<file path="src/rtl/pipeline_hazard_ctrl_if.sv">
// Shared stage-control encoding and the hazard-controller port bundle.
// Inputs come from ID/EX/MEM; outputs steer PC and the four pipeline registers.
package pipeline_hazard_pkg;
    localparam int REG_AW = 5;
    typedef logic [REG_AW-1:0] reg_addr_t;
    typedef logic [1:0] ctrl_t;
    localparam ctrl_t CTRL_DEFAULT = 2'b00;
    localparam ctrl_t CTRL_STALLED = 2'b01;
    localparam ctrl_t CTRL_BUBBLE  = 2'b10;
    typedef struct packed {
        ctrl_t pc;
        ctrl_t if_id;
        ctrl_t id_ex;
        ctrl_t ex_mem;
        ctrl_t mem_wb;
    } ctrl_bundle_t;
endpackage

interface pipeline_hazard_ctrl_if #(
    parameter int CNT_W = 32
);
    import pipeline_hazard_pkg::*;

    reg_addr_t          id_rs1_addr_i;
    reg_addr_t          id_rs2_addr_i;
    logic               id_use_rs1_i;
    logic               id_use_rs2_i;
    reg_addr_t          ex_rd_addr_i;
    logic               ex_is_load_i;
    logic               ex_redirect_i;
    logic               mem_req_i;
    logic               mem_ready_i;
    ctrl_t              pc_ctrl_o;
    ctrl_t              if_id_ctrl_o;
    ctrl_t              id_ex_ctrl_o;
    ctrl_t              ex_mem_ctrl_o;
    ctrl_t              mem_wb_ctrl_o;
    logic               mem_timeout_o;
    logic [CNT_W-1:0]   stall_cnt_o;

    modport master (
        output id_rs1_addr_i, id_rs2_addr_i,
        output id_use_rs1_i, id_use_rs2_i,
        output ex_rd_addr_i, ex_is_load_i,
        output ex_redirect_i, mem_req_i, mem_ready_i,
        input  pc_ctrl_o, if_id_ctrl_o, id_ex_ctrl_o,
        input  ex_mem_ctrl_o, mem_wb_ctrl_o,
        input  mem_timeout_o, stall_cnt_o
    );

    modport slave (
        input  id_rs1_addr_i, id_rs2_addr_i,
        input  id_use_rs1_i, id_use_rs2_i,
        input  ex_rd_addr_i, ex_is_load_i,
        input  ex_redirect_i, mem_req_i, mem_ready_i,
        output pc_ctrl_o, if_id_ctrl_o, id_ex_ctrl_o,
        output ex_mem_ctrl_o, mem_wb_ctrl_o,
        output mem_timeout_o, stall_cnt_o
    );
endinterface

</file>
<file path="src/rtl/pipeline_hazard_ctrl.sv">
// Stage-control sequencer: post-reset flush, MEM wait with watchdog,
// branch redirect and load-use interlock, plus a saturating stall counter.
module pipeline_hazard_ctrl
    import pipeline_hazard_pkg::*;
#(
    parameter int FLUSH_CYCLES = 4,
    parameter int TIMEOUT      = 255,
    parameter int CNT_W        = 32
) (
    input  logic                   clk,
    input  logic                   rst,
    pipeline_hazard_ctrl_if.slave  hz
);

    localparam int FW = $clog2(FLUSH_CYCLES + 1);
    localparam int WW = $clog2(TIMEOUT + 1);

    localparam ctrl_bundle_t P_ALL_DEF = {
        CTRL_DEFAULT, CTRL_DEFAULT, CTRL_DEFAULT,
        CTRL_DEFAULT, CTRL_DEFAULT
    };
    localparam ctrl_bundle_t P_FLUSH = {
        CTRL_STALLED, CTRL_BUBBLE, CTRL_BUBBLE,
        CTRL_BUBBLE, CTRL_BUBBLE
    };
    localparam ctrl_bundle_t P_MEM = {
        CTRL_STALLED, CTRL_STALLED, CTRL_STALLED,
        CTRL_STALLED, CTRL_BUBBLE
    };
    localparam ctrl_bundle_t P_REDIR = {
        CTRL_DEFAULT, CTRL_BUBBLE, CTRL_BUBBLE,
        CTRL_DEFAULT, CTRL_DEFAULT
    };
    localparam ctrl_bundle_t P_LDUSE = {
        CTRL_STALLED, CTRL_STALLED, CTRL_BUBBLE,
        CTRL_DEFAULT, CTRL_DEFAULT
    };
    localparam ctrl_bundle_t P_HALT = {
        CTRL_STALLED, CTRL_STALLED, CTRL_STALLED,
        CTRL_STALLED, CTRL_STALLED
    };

    typedef enum logic [1:0] {
        S_FLUSH,
        S_RUN,
        S_MEM_WAIT,
        S_HALT
    } state_e;

    state_e           state_q, state_d;
    logic [FW-1:0]    flush_cnt_q, flush_cnt_d;
    logic [WW-1:0]    wait_cnt_q, wait_cnt_d;
    logic             timeout_q, timeout_d;
    logic [CNT_W-1:0] stall_cnt_q, stall_cnt_d;

    logic         load_use;
    logic         mem_stall;
    ctrl_bundle_t hzd_ctrl;
    ctrl_bundle_t ctrl;

    // rd==x0 never creates a dependency since x0 is hardwired
    always_comb begin
        load_use = hz.ex_is_load_i
                && (hz.ex_rd_addr_i != '0)
                && ((hz.id_use_rs1_i
                     && hz.id_rs1_addr_i == hz.ex_rd_addr_i)
                 || (hz.id_use_rs2_i
                     && hz.id_rs2_addr_i == hz.ex_rd_addr_i));
        mem_stall = hz.mem_req_i && !hz.mem_ready_i;
    end

    always_comb begin
        hzd_ctrl = P_ALL_DEF;
        priority case (1'b1)
            hz.ex_redirect_i: hzd_ctrl = P_REDIR;
            load_use:         hzd_ctrl = P_LDUSE;
            default:          hzd_ctrl = P_ALL_DEF;
        endcase
    end

    always_comb begin
        state_d     = state_q;
        flush_cnt_d = flush_cnt_q;
        wait_cnt_d  = wait_cnt_q;
        timeout_d   = timeout_q;
        ctrl        = P_ALL_DEF;
        unique case (state_q)
            S_FLUSH: begin
                ctrl        = P_FLUSH;
                flush_cnt_d = flush_cnt_q + FW'(1);
                if (flush_cnt_q == FW'(FLUSH_CYCLES - 1)) begin
                    state_d     = S_RUN;
                    flush_cnt_d = '0;
                end
            end
            S_RUN: begin
                if (mem_stall) begin
                    ctrl       = P_MEM;
                    state_d    = S_MEM_WAIT;
                    wait_cnt_d = WW'(1);
                end else begin
                    ctrl = hzd_ctrl;
                end
            end
            S_MEM_WAIT: begin
                // a ready response outranks the watchdog on the same cycle
                if (hz.mem_ready_i) begin
                    ctrl       = hzd_ctrl;
                    state_d    = S_RUN;
                    wait_cnt_d = '0;
                end else if (wait_cnt_q == WW'(TIMEOUT)) begin
                    ctrl      = P_MEM;
                    state_d   = S_HALT;
                    timeout_d = 1'b1;
                end else begin
                    ctrl       = P_MEM;
                    wait_cnt_d = wait_cnt_q + WW'(1);
                end
            end
            S_HALT: begin
                ctrl = P_HALT;
            end
        endcase
    end

    always_comb begin
        stall_cnt_d = stall_cnt_q;
        if (state_q != S_FLUSH
            && ctrl.pc == CTRL_STALLED
            && !(&stall_cnt_q)) begin
            stall_cnt_d = stall_cnt_q + CNT_W'(1);
        end
    end

    always_ff @(posedge clk or negedge rst) begin
        if (!rst) begin
            state_q     <= S_FLUSH;
            flush_cnt_q <= '0;
            wait_cnt_q  <= '0;
            timeout_q   <= 1'b0;
            stall_cnt_q <= '0;
        end else begin
            state_q     <= state_d;
            flush_cnt_q <= flush_cnt_d;
            wait_cnt_q  <= wait_cnt_d;
            timeout_q   <= timeout_d;
            stall_cnt_q <= stall_cnt_d;
        end
    end

    assign hz.pc_ctrl_o     = ctrl.pc;
    assign hz.if_id_ctrl_o  = ctrl.if_id;
    assign hz.id_ex_ctrl_o  = ctrl.id_ex;
    assign hz.ex_mem_ctrl_o = ctrl.ex_mem;
    assign hz.mem_wb_ctrl_o = ctrl.mem_wb;
    assign hz.mem_timeout_o = timeout_q;
    assign hz.stall_cnt_o   = stall_cnt_q;

endmodule

</file>
<file path="src/flat_wrapper.sv">
// flat-port wrapper written by rule: the top's interface ports become plain ports
module pipeline_hazard_ctrl_flat import pipeline_hazard_pkg::*;
#(
    parameter int FLUSH_CYCLES = 4,
    parameter int TIMEOUT      = 255,
    parameter int CNT_W        = 32
)
  (clk, rst, hz_id_rs1_addr_i, hz_id_rs2_addr_i, hz_id_use_rs1_i, hz_id_use_rs2_i, hz_ex_rd_addr_i, hz_ex_is_load_i, hz_ex_redirect_i, hz_mem_req_i, hz_mem_ready_i, hz_pc_ctrl_o, hz_if_id_ctrl_o, hz_id_ex_ctrl_o, hz_ex_mem_ctrl_o, hz_mem_wb_ctrl_o, hz_mem_timeout_o, hz_stall_cnt_o);
  pipeline_hazard_ctrl_if #(.CNT_W(CNT_W)) hz_i ();
  input  logic clk;
  input  logic rst;
  input wire logic [$bits(hz_i.id_rs1_addr_i)-1:0] hz_id_rs1_addr_i;
  input wire logic [$bits(hz_i.id_rs2_addr_i)-1:0] hz_id_rs2_addr_i;
  input wire logic [$bits(hz_i.id_use_rs1_i)-1:0] hz_id_use_rs1_i;
  input wire logic [$bits(hz_i.id_use_rs2_i)-1:0] hz_id_use_rs2_i;
  input wire logic [$bits(hz_i.ex_rd_addr_i)-1:0] hz_ex_rd_addr_i;
  input wire logic [$bits(hz_i.ex_is_load_i)-1:0] hz_ex_is_load_i;
  input wire logic [$bits(hz_i.ex_redirect_i)-1:0] hz_ex_redirect_i;
  input wire logic [$bits(hz_i.mem_req_i)-1:0] hz_mem_req_i;
  input wire logic [$bits(hz_i.mem_ready_i)-1:0] hz_mem_ready_i;
  output wire logic [$bits(hz_i.pc_ctrl_o)-1:0] hz_pc_ctrl_o;
  output wire logic [$bits(hz_i.if_id_ctrl_o)-1:0] hz_if_id_ctrl_o;
  output wire logic [$bits(hz_i.id_ex_ctrl_o)-1:0] hz_id_ex_ctrl_o;
  output wire logic [$bits(hz_i.ex_mem_ctrl_o)-1:0] hz_ex_mem_ctrl_o;
  output wire logic [$bits(hz_i.mem_wb_ctrl_o)-1:0] hz_mem_wb_ctrl_o;
  output wire logic [$bits(hz_i.mem_timeout_o)-1:0] hz_mem_timeout_o;
  output wire logic [$bits(hz_i.stall_cnt_o)-1:0] hz_stall_cnt_o;
  assign hz_i.id_rs1_addr_i = hz_id_rs1_addr_i;
  assign hz_i.id_rs2_addr_i = hz_id_rs2_addr_i;
  assign hz_i.id_use_rs1_i = hz_id_use_rs1_i;
  assign hz_i.id_use_rs2_i = hz_id_use_rs2_i;
  assign hz_i.ex_rd_addr_i = hz_ex_rd_addr_i;
  assign hz_i.ex_is_load_i = hz_ex_is_load_i;
  assign hz_i.ex_redirect_i = hz_ex_redirect_i;
  assign hz_i.mem_req_i = hz_mem_req_i;
  assign hz_i.mem_ready_i = hz_mem_ready_i;
  assign hz_pc_ctrl_o = hz_i.pc_ctrl_o;
  assign hz_if_id_ctrl_o = hz_i.if_id_ctrl_o;
  assign hz_id_ex_ctrl_o = hz_i.id_ex_ctrl_o;
  assign hz_ex_mem_ctrl_o = hz_i.ex_mem_ctrl_o;
  assign hz_mem_wb_ctrl_o = hz_i.mem_wb_ctrl_o;
  assign hz_mem_timeout_o = hz_i.mem_timeout_o;
  assign hz_stall_cnt_o = hz_i.stall_cnt_o;
  pipeline_hazard_ctrl #(.FLUSH_CYCLES(FLUSH_CYCLES), .TIMEOUT(TIMEOUT), .CNT_W(CNT_W)) u_core (.clk(clk), .rst(rst), .hz(hz_i));
endmodule
</file>
<file path="config.mk">
export PLATFORM = sky130hd
export DESIGN_NAME = pipeline_hazard_ctrl_flat
export DESIGN_NICKNAME = d
export VERILOG_FILES = /design/src/rtl/pipeline_hazard_ctrl_if.sv /design/src/rtl/pipeline_hazard_ctrl.sv /design/src/flat_wrapper.sv
export SDC_FILE = /design/constraint.sdc
export NUM_CORES = 1
export LEC_CHECK = 0
export BUFFER_PORTS_ARGS = -buffer_cell sky130_fd_sc_hd__buf_2
export CAP_MARGIN = 20
export CORE_ASPECT_RATIO = 0.7
export CORE_UTILIZATION = 45
export DETAILED_ROUTE_END_ITERATION = 12
export PLACE_DENSITY_LB_ADDON = 0.1
export SLEW_MARGIN = 20
export SYNTH_ARGS = -nofsm -noshare
export SYNTH_HDL_FRONTEND = slang
export SYNTH_SLANG_ARGS = --single-unit
export TNS_END_PERCENT = 5
</file>
<file path="constraint.sdc">
create_clock -name clk -period 3 [get_ports clk]
set_clock_uncertainty 0.2 [all_clocks]
set_input_delay 0.15 -clock clk [delete_from_list [all_inputs] [get_ports clk]]
set_output_delay 0.15 -clock clk [all_outputs]
set_load 0.01 [all_outputs]
</file>
## After elaboration in Yosys (flattened, before gate mapping)

Index checks and enable logic that the tools add are counted.

- Word-level logic and storage cells: 55
- Input bits: 23
- Bits in registers: 46
- Output and inout port bits: 43

- Add/sub/neg operators: 3
- Equality and inequality tests: 12
- Muxes and demuxes: 15
- Reduce and logical (&&, ||, !) cells: 19
- Bitwise operators: 1

Operator list:

| operator | number |
|---|---|
| 10-bit case mux with 4 select lines | 1 |
| 32-bit by 1-bit adder with 32-bit output (second input constant) | 1 |
| 32-bit AND reduction | 1 |
| 8-bit 2-to-1 mux | 3 |
| 10-bit 2-to-1 mux | 2 |
| 9-bit 2-to-1 mux | 2 |
| 8-bit case mux with 2 select lines | 1 |
| 5-bit == test | 2 |
| 8-bit by 1-bit adder with 8-bit output (second input constant) | 1 |
| 8-bit == test (second input constant) | 1 |
| 2-bit 2-to-1 mux | 4 |
| 1-bit logical AND | 7 |
| 2-bit case mux with 3 select lines | 1 |
| 3-bit AND reduction | 2 |
| 5-bit nonzero test | 1 |
| 2-bit by 1-bit == test with 1-bit output (second input constant) | 2 |
| 2-bit == test (second input constant) | 2 |
| 2-bit by 1-bit != test with 1-bit output (second input constant) | 2 |
| 4-bit AND reduction | 1 |
| 2-bit nonzero test | 2 |
| 3-bit by 1-bit adder with 3-bit output (second input constant) | 1 |
| 3-bit by 2-bit == test with 1-bit output (second input constant) | 1 |
| 3-bit 2-to-1 mux | 1 |
| 3-bit by 2-bit != test with 1-bit output (second input constant) | 1 |
| 6 further kinds | 7 |

## Longest topological paths before layout

- Word-level depth: 11
- Gate-level depth with buffers: 9
- Depth with buffers taken out: 8

## Worst setup path before layout

OpenSTA, ideal clock, no wires.

- Path kind: reg-to-reg
- From: reg u_core.stall_cnt_q[0] (netlist: u_core.hz.stall_cnt_o[0])
- To: reg u_core.stall_cnt_q[14] (netlist: u_core.hz.stall_cnt_o[14])
- Period minus slack after synthesis: 2316 ps
- Path buffers: 1
- Data required time: 2668 ps
- Arrival time: 1984 ps
- Setup slack: 684 ps
- Library setup time: 132 ps
- Cell stages (with the launch flop): 9
- Cell sequence: dfrtp_1 -> ha_1 -> nand2_1 -> nor2_1 -> nand2_4 -> nor4_4 -> buf_6 -> nor3_1 -> xor2_1

- Word-level cells in the longest chain between the ends: 3
- Elaborated cells on any way between the ends: 4
- Those cells by class: 1 x add/sub; 3 x reduce/logical

Ends and longest elaborated chain:

| element | RTL line | RTL |
|---|---|---|
| start: declaration | pipeline_hazard_ctrl.sv:54 | `logic [CNT_W-1:0] stall_cnt_q, stall_cnt_d;` |
| start signal: assignment | pipeline_hazard_ctrl.sv:147 | `stall_cnt_q <= stall_cnt_d;` |
| branches (longest 3 deep; another with 32-bit by 1-bit adder with 32-bit output) | - |  |

Several ways; the timed one is not identified.
A chain may end at the register's enable or synchronous reset.

## Final worst setup path

- From: reg u_core.stall_cnt_q[0] (netlist: u_core.hz.stall_cnt_o[0])
- To: reg u_core.stall_cnt_q[1] (netlist: u_core.hz.stall_cnt_o[1])

Same word-level chain as after synthesis.

==> run metrics <==
Reg-to-Reg End=u_core.hz.stall_cnt_o[1]; PortBufs=between 60 and 70; die area=between 6000 and 7000 um2; total global routing overflow=0; Critical Path AT=about 2.5 ns; CTS tree=done; count leader, synth=dfrtp_1; hpwl dp=3890 um; Critical Path Sink=u_core.hz.stall_cnt_o[1]; Post-DRT Antenna Nets=0; Cells on Worst Hold Path=4; Reg clk slew, reported paths=roughly 0.09 ns; antenna diode count=0; I/O Pins=66; status=complete, no violations; post-synthesis register bit count=46; Post-Syn Nets=approximately 290; Global Route Usage Sum=0.176; fmax=slightly below 400 MHz; CTS Buffer Depth=2; ratio of cells with drive above 1 in the final layout=0.303; Area Overhead vs Synth=20.1%; Initial Util=0.467; Synth area leaders=dfrtp_1 (43%), xor2_1 (10%), xnor2_1 (4.9%); maximum VDD drop=about 0.45 mV; max-slew violation count=0; most frequent cells after synthesis=dfrtp_1 (46), xor2_1 (31), nand2_1 (23), nand3_1 (17); leakage power=around 1.7 nW; Tcrit/Tclk final=0.838; DR vias=between 2000 and 2500; row count=23; CTS Sinks=46; synth warn=0; Post-DP Area=a little over 3000 um2; Pre-antenna DRT Iters=4; RD Place Congestion=between 0.7 and 0.8; CTS root buf=clkbuf_8; Crit. Startpoint=u_core.hz.stall_cnt_o[0]; Crit Path Max Fanout=25; post-synthesis cell type count=47; Slew @ Worst Pin=approximately 0.57 ns; drt wl/cell=about 13 um; slowest stage cell, crit path=nor4_4; part of the Yosys area used for sequential elements=0.433; mean area per synthesized cell=between 10 and 15 um2; CP required=roughly 3.0 ns; WL final=approximately 5300 um; Cells after Synth=roughly 260; largest net degree at the start of global routing=47; CTS Buf Count=5; Layout Nets=around 360; DRC=0; die width=93.9 um; synthesized area=2660 um2; Reg2Reg Setup Slack=around 0.49 ns; post-cts repair resize count=0; Startpoint Class=register; Async S/R FF share, synth=1.00; CP peak stage delay=roughly 0.43 ns; Die Y=66.3 um; design area=around 3200 um2; final setup violation count=0; Bufs and invs on worst path=1; critical path depth=8; PD cells=657 nW/um2; clk_lat worst skew=0.29 ns; crit path kind=register to register; CP Capture Type=register; initial antenna violation count=0; first-pass GRT wire length=8540 um; number of DRC markers after the initial detailed-route iteration=136; core area=roughly 5700 um2; critical path's top delay family=simple AND/OR/NAND/NOR gates; Primary FF master, synth=dfrtp_1; R2R cell count=8; worst hold path class=input port to register; crit-path cells=ha_1 -> nand2_1 -> nor2_1 -> nand2_4 -> nor4_4 -> buf_12 -> nor2_2 -> mux2_4; number of global-route vias before repair=around 1800; top cell type's share of synthesized area=0.433; unrepaired setup endpoints after global routing=false; min Tclk post-route=approximately 2.5 ns; final hold violations=0; # fillers=between 500 and 600; Vias/cell=5.11; Post-synth EDFFs=0; Final TNS setup=0 ns; leading area contributor after synthesis=dfrtp_1; # H-tree levels=2; max cap viols=0; Max-slew headroom=0.618; RR Startpoint=u_core.hz.stall_cnt_o[0]
==> power by group <==
group | internal [mW] | switching (mW)
registers | 0.705 | 0.0905
logic | 0.353 | 0.493
clock network | 0.246 | 0.212
total | 1.30 | 0.795
==> cells by family after synthesis <==
family,after synthesis,share of synthesized area
adders and majority gates,9,0.0423
and+or+nand+nor,121,0.275
muxes,4,0.0179
other,1,0.00141
DFF,46,0.433
AOI/OAI and AO/OA,21,0.0494
buffers and inverters,14,0.0306
xor gates and xnor gates,46,0.151
==> layer usage <==
metal,GRT usage,vias up,part of all wire
met5,0,-,0
met4,0.0404,0,0.0062
met3,0.0448,4,0.044
met2,0.253,49,0.41
met1,0.263,965,0.54
li1,-,1051,-
==> worst min-delay path by stage <==
stage,startpoint,to,slack (ns)
3_5_place_dp,rst,u_core.wait_cnt_q[5],0.18
5_1_grt,hz_mem_ready_i,u_core.wait_cnt_q[1],0.07
3_3_place_gp,rst,u_core.wait_cnt_q[5],0.18
4_1_cts,hz_mem_ready_i,u_core.wait_cnt_q[1],0.04
2_1_floorplan,rst,u_core.flush_cnt_q[0],-0.35
6_report,hz_mem_ready_i,u_core.wait_cnt_q[1],0.05
==> flip-flops by register name, indices dropped and copies added (netlist names) <==
register                 cells
u_core.wait_cnt_q            8
u_core.hz.mem_timeout_o      1
u_core.flush_cnt_q           3
u_core.hz.stall_cnt_o       32
u_core.state_q               2
==> worst min-delay path, cell delays in order <==
cell and delay, ns:
buf_2 0.13, nor2b_1 0.10, nand3_1 0.09, nand2_1 0.05
==> layout make-up <==
class	count	area (um2)	share of cell area
Sequential cell	46	1150	0.360
Inverter	7	26.3	0.00822
Timing Repair Buffer	67	373	0.117
Clock buffer	5	68.8	0.0215
Multi-Input combinational cell	202	1440	0.452
Tap cell	75	93.8	0.0294
Clock inverter	3	40.0	0.0125
==> cells in the final DEF, fill, tap and decap left out, types with 4 or more instances in the layout <==
| master | count |
|---|---|
| a21oi_1 | 4 |
| dfrtp_1 | 46 |
| xor2_1 | 31 |
| ha_1 | 9 |
| clkbuf_8 | 5 |
| xnor2_1 | 15 |
| and3_1 | 4 |
| nor3_2 | 11 |
| nand2_1 | 23 |
| o21ai_0 | 7 |
| inv_1 | 7 |
| nand3_1 | 17 |
| nor3_1 | 10 |
| buf_2 | 63 |
| nand4_1 | 8 |
| nor2_1 | 15 |
| nor4_1 | 10 |
==> per-stage QoR <==
| step | worst slack (ns) | util | cells | total power [mW] | hold slack, ns |
|---|---|---|---|---|---|
| detailed placement | 0.517 | 0.540 | 396 | 1.66 | 0.185 |
| global route | 0.294 | 0.561 | 405 | 2.27 | 0.0702 |
| floorplan | 0.684 | - | 262 | 1.38 | -0.346 |
| finish | 0.487 | 0.561 | 405 | 2.10 | 0.0497 |
| CTS | 0.496 | 0.561 | 405 | 2.13 | 0.0401 |
| global placement | 0.579 | 0.540 | 396 | 1.65 | 0.182 |
==> timing repair <==
action	CTS	global route
hold endpoints to repair	46	0
endpoints found under the setup margin	0	0
setup buffers	0	0
hold buffers	1	0
(Power assumes the default switching activity.)
